**src/rtl/ff_pipe_sync_set.sv**
```systemverilog
// Enable-gated shift pipeline with async reset, synchronous set and a valid-occupancy counter.
// Define FF_PIPE_SET_VALID_EN to make the set also mark every stage valid (otherwise the set clears them).
module ff_pipe_sync_set #(
    parameter int               WIDTH   = 8,
    parameter int               DEPTH   = 4,
    parameter logic [WIDTH-1:0] SET_VAL = {WIDTH{1'b1}}
) (
    input  logic                       clk,
    input  logic                       rst_n,
    input  logic                       S,
    input  logic                       en,
    input  logic [WIDTH-1:0]           D,
    input  logic                       vld_in,
    output logic [WIDTH-1:0]           Q,
    output logic                       vld_out,
    output logic [$clog2(DEPTH+1)-1:0] cnt,
    output logic                       full,
    output logic                       empty
);

    localparam int CW = $clog2(DEPTH+1);

    logic [WIDTH-1:0] r_data [DEPTH];
    logic [DEPTH-1:0] r_vld;
    logic [CW-1:0]    r_cnt;

    // Occupancy update for one shift: a word entering and one leaving cancel out.
    function automatic logic [CW-1:0] f_cnt_next(input logic [CW-1:0] c,
                                                 input logic          add,
                                                 input logic          sub);
        logic [CW-1:0] n;
        n = c;
        if (add && !sub)
            n = c + CW'(1);
        else if (!add && sub)
            n = c - CW'(1);
        return n;
    endfunction

    always_ff @(posedge clk or negedge rst_n) begin
        if (!rst_n) begin
            for (int k = 0; k < DEPTH; k++)
                r_data[k] <= '0;
            r_vld <= '0;
            r_cnt <= '0;
        end else if (S) begin
            for (int k = 0; k < DEPTH; k++)
                r_data[k] <= SET_VAL;
`ifdef FF_PIPE_SET_VALID_EN
            r_vld <= '1;
            r_cnt <= CW'(DEPTH);
`else
            r_vld <= '0;
            r_cnt <= '0;
`endif
        end else if (en) begin
            r_data[0] <= D;
            r_vld[0]  <= vld_in;
            for (int k = 1; k < DEPTH; k++) begin
                r_data[k] <= r_data[k-1];
                r_vld[k]  <= r_vld[k-1];
            end
            r_cnt <= f_cnt_next(r_cnt, vld_in, r_vld[DEPTH-1]);
        end
    end

    assign Q       = r_data[DEPTH-1];
    assign vld_out = r_vld[DEPTH-1];
    assign cnt     = r_cnt;
    assign full    = (r_cnt == CW'(DEPTH));
    assign empty   = (r_cnt == '0);

endmodule

```
**config.mk**
```make
export PLATFORM = sky130hd
export DESIGN_NAME = ff_pipe_sync_set
export DESIGN_NICKNAME = d
export VERILOG_FILES = /design/src/rtl/ff_pipe_sync_set.sv
export SDC_FILE = /design/constraint.sdc
export NUM_CORES = 1
export LEC_CHECK = 0
export BUFFER_PORTS_ARGS = -buffer_cell sky130_fd_sc_hd__buf_2
export CORE_UTILIZATION = 50
export CTS_CLUSTER_SIZE = 10
export DETAILED_ROUTE_END_ITERATION = 7
export GPL_ROUTABILITY_DRIVEN = 0
export PLACE_DENSITY_LB_ADDON = 0.3
export SETUP_SLACK_MARGIN = 0.05
export SLEW_MARGIN = 20
export SYNTH_ARGS = -nofsm -noshare
export SYNTH_HDL_FRONTEND = slang
export SYNTH_SLANG_ARGS = --single-unit
export TNS_END_PERCENT = 30
```
**constraint.sdc**
```tcl
create_clock -name clk -period 2.85 [get_ports clk]
set_clock_uncertainty 0.1 [all_clocks]
set_input_delay 0.1425 -clock clk [delete_from_list [all_inputs] [get_ports clk]]
set_output_delay 0.1425 -clock clk [all_outputs]
set_load 0.01 [all_outputs]
```
==> parameters.txt <==
Parameter                              Value

Place
  Post-DP HPWL ... 1710 µm
  Cell Count Post-Placement ... 204
  Number of I/O port buffers ... 26
  Place WS ... 1170 ps

Global routing
  Number of global-route vias before repair ... 1056
  Maximum number of pins on one net before global-route repair ... 42
  Overall routing resource usage ... 0.151
  Total congestion overflow ... 0
  First-pass GRT wire length ... 4460 µm
  Antenna violations before repair ... 0

Clocking
  Clock root cell ... clkbuf_4
  Clock-pin slew of the registers on the worst-case setup and hold paths ... 110 ps
  Clock latency of the later-clocked register in the worst-skew pair ... 330 ps
  Deepest level of the CTS H-tree ... 2
  Number of CTS-inserted buffers ... 5
  Max Buffers Root-to-Sink ... 2
  Total clock sinks ... 39
  CTS tree ... done

Timing
  Final-report max-slew violation count ... 0
  Fin. Hold Viols ... 0
  Setup repair after global routing missed its margin ... no
  Tmin final ... 1680 ps
  Max-slew headroom ... 0.454
  Post-Route Hold Slack ... 23.6 ps
  Share of the cycle needed by the critical path after routing ... 0.591
  Upper clock frequency limit ... 0.594 GHz
  Worst setup slack after layout ... 1170 ps
  Sum Neg Setup Slack ... 0 ps
  Final Setup Violations ... 0
  Measured slew at the worst slew-check pin ... 819 ps

Critical path
  Top fanout value on the critical path ... 5
  Crit end category ... flop
  Crit-path slowest cell ... fa_1
  Startpoint Class ... flop
  Cell family with the largest share of critical-path delay ... adder cells
  Data arrival time of the critical path ... 1850 ps
  Required time at the endpoint of the critical path ... 3020 ps
  Worst-path cell chain ... inv_1 > fa_1 > nand4bb_1 > a21o_1 > a21oi_2
  Largest stage delay, worst path ... 450 ps
  Buffering stage count on the worst path with inverters included ... 1
  Worst setup path class ... flop to flop

Finish
  Post-route non-filler standard cell count ... 221
  Area of the multi-input gates ... 672 µm²
  Area grow syn2layout ... 9.88%
  Total number of nets in the final design ... 188
  Number of filler cells placed in the layout ... 314
  Antenna diodes ... 0
  Final core utilization ... 0.583
  Ratio of cells with drive above 1 in the final layout ... 0.200
  Sequential cell area ... 976 µm²

Yosys
  Top FF cell, synth ... dfrtp_1
  Flop and latch count out of synthesis ... 39
  Synth Cell Area ... 1810 µm²
  Distinct cell type count of the synthesized netlist ... 25
  Synth cell count leaders ... dfrtp_1 (39), nor2b_1 (33), a211o_1 (32)
  Syn_nets ... 165
  Synthesized netlist cell count ... 151
  Synth Warn # ... 0
  Share of the synthesized area in the top cell type ... 0.539
  Sequential cell area fraction in the yosys report ... 0.539
  Cell type contributing the most total cell area after synthesis ... dfrtp_1
  Number of flops mapped to enable cells by yosys ... 0
  Fraction of synthesis flops using an asynchronous set or reset pin ... 1.00
  Average size of a mapped cell ... 12.0 µm²
  Cell types occupying the most area after synthesis ... dfrtp_1 (54%), a211o_1 (15%), nor2b_1 (11%)
  Most instantiated library cell after synthesis ... dfrtp_1

Detailed routing
  Vias after detailed routing ... 1128
  DRC ... 0
  Wire length per cell after detailed routing ... 12.2 µm
  TritonRoute pass-1 iters ... 4
  Average via count per standard cell ... 5.10
  Iteration-0 DRC Markers ... 53
  Detailed-route wire length ... 2690 µm
  Final ANT Viol Nets ... 0

Power and ir drop
  Areal power density over the cells ... 501 nW/µm²
  LEAKAGE ... 0.000834 µW
  Peak VDD IR ... 0.364 mV

Floorplanning
  Initial core utilization ... 0.530
  CORE AREA ... 3420 µm²
  Number of placement rows ... 21
  Width of the die ... 62.2 µm
  Y dimension of the die ... 62.2 µm
  Floorplan die area ... 3870 µm²
  Boundary pin count ... 27

Flow run
  Count of max-cap constraint violations ... 0

Hold path
  Hold Path Class ... input port to flop

Outcome
  Run status ... finished, final reports clean
layout by cell type (no fill, tap or decap):
master / instances
a211o_1: 32
inv_1: 2
dlygate4sd3_1: 9
nand4b_2: 1
nand2b_1: 1
nor2_1: 6
buf_4: 1
xor2_1: 1
clkbuf_4: 5
a21oi_2: 1
mux2i_1: 4
dfrtp_1: 39
nor3_1: 1
nand4bb_1: 1
nor2b_1: 33
and2_1: 1
nand3_1: 3
a21o_1: 1
buf_2: 26
o31ai_1: 1
clkbuf_1: 2
o21ai_0: 1
clkinv_2: 1
fa_1: 1
and3_1: 1
timing repair:
item,4_1_cts,5_1_grt
hold buffers,9,0
buffers inserted,0,0
gates resized for setup,0,0
endpoints found under the hold margin,47,0
where the power goes:
part / internal (µW) / switching (µW)
clock network: 96.2 / 161
logic: 66.9 / 70.3
registers: 586 / 17.5
tightest hold or removal path, cell delays in order:
cell,delay (ps)
buf_2,120
mux2i_1,80
nor2_1,80
cell type report:
cell class                 count  area share
inverter                       2     0.00377
timing repair buffer          36       0.114
tap                           46      0.0289
clock inverter                 1     0.00251
clock buffer                   7      0.0226
sequential                    39       0.490
multi-input combinational     90       0.338
state kept, by name, indices dropped and copies added, names as in the netlist:
register and count:
r_vld 4, Q 8, cnt 3, r_data 24
metal layers:
| layer | up-vias | share of wire | GRT usage |
|---|---|---|---|
| met5 | - | 0 | 0 |
| met4 | 0 | 0.013 | 0.0698 |
| met3 | 4 | 0.035 | 0.0460 |
| met2 | 23 | 0.45 | 0.235 |
| met1 | 540 | 0.50 | 0.195 |
| li1 | 561 | - | - |
worst paths after layout:
kind | from | to | slack [ps] | depth (start not counted)
setup / recovery | cnt[0] | cnt[2] | 1170 | 5
hold / removal | vld_in | r_vld[0] | 20 | 3
setup reg to reg | cnt[0] | cnt[2] | 1170 | 5
hold reg to reg | r_data[22] | r_data[14] | 380 | 1
max in group asynchronous | rst_n | r_data[29] | 1800 | 2
min in group asynchronous | rst_n | cnt[2] | 330 | 2
per-stage QoR:
stage / area (µm²) / total power (µW)
floorplan: 1810 / 716
global placement: 1850 / 737
detailed placement: 1850 / 744
CTS: 1990 / 1010
global route: 1990 / 1050
finish: 1990 / 997
cells by family (layout without fill, tap and decap cells):
logic type / count (synthesis) / count (layout) / share of synthesized area
AO/OA/AOI/OAI: 36 / 36 / 0.171
XOR/XNOR: 1 / 1 / 0.00484
adder cells (fa/ha/maj): 1 / 1 / 0.0111
buffers and inverters: 22 / 46 / 0.0905
flip-flops: 39 / 39 / 0.539
multiplexers: 4 / 4 / 0.0221
AND/OR/NAND/NOR: 48 / 48 / 0.162
(Power assumes the default switching activity.)
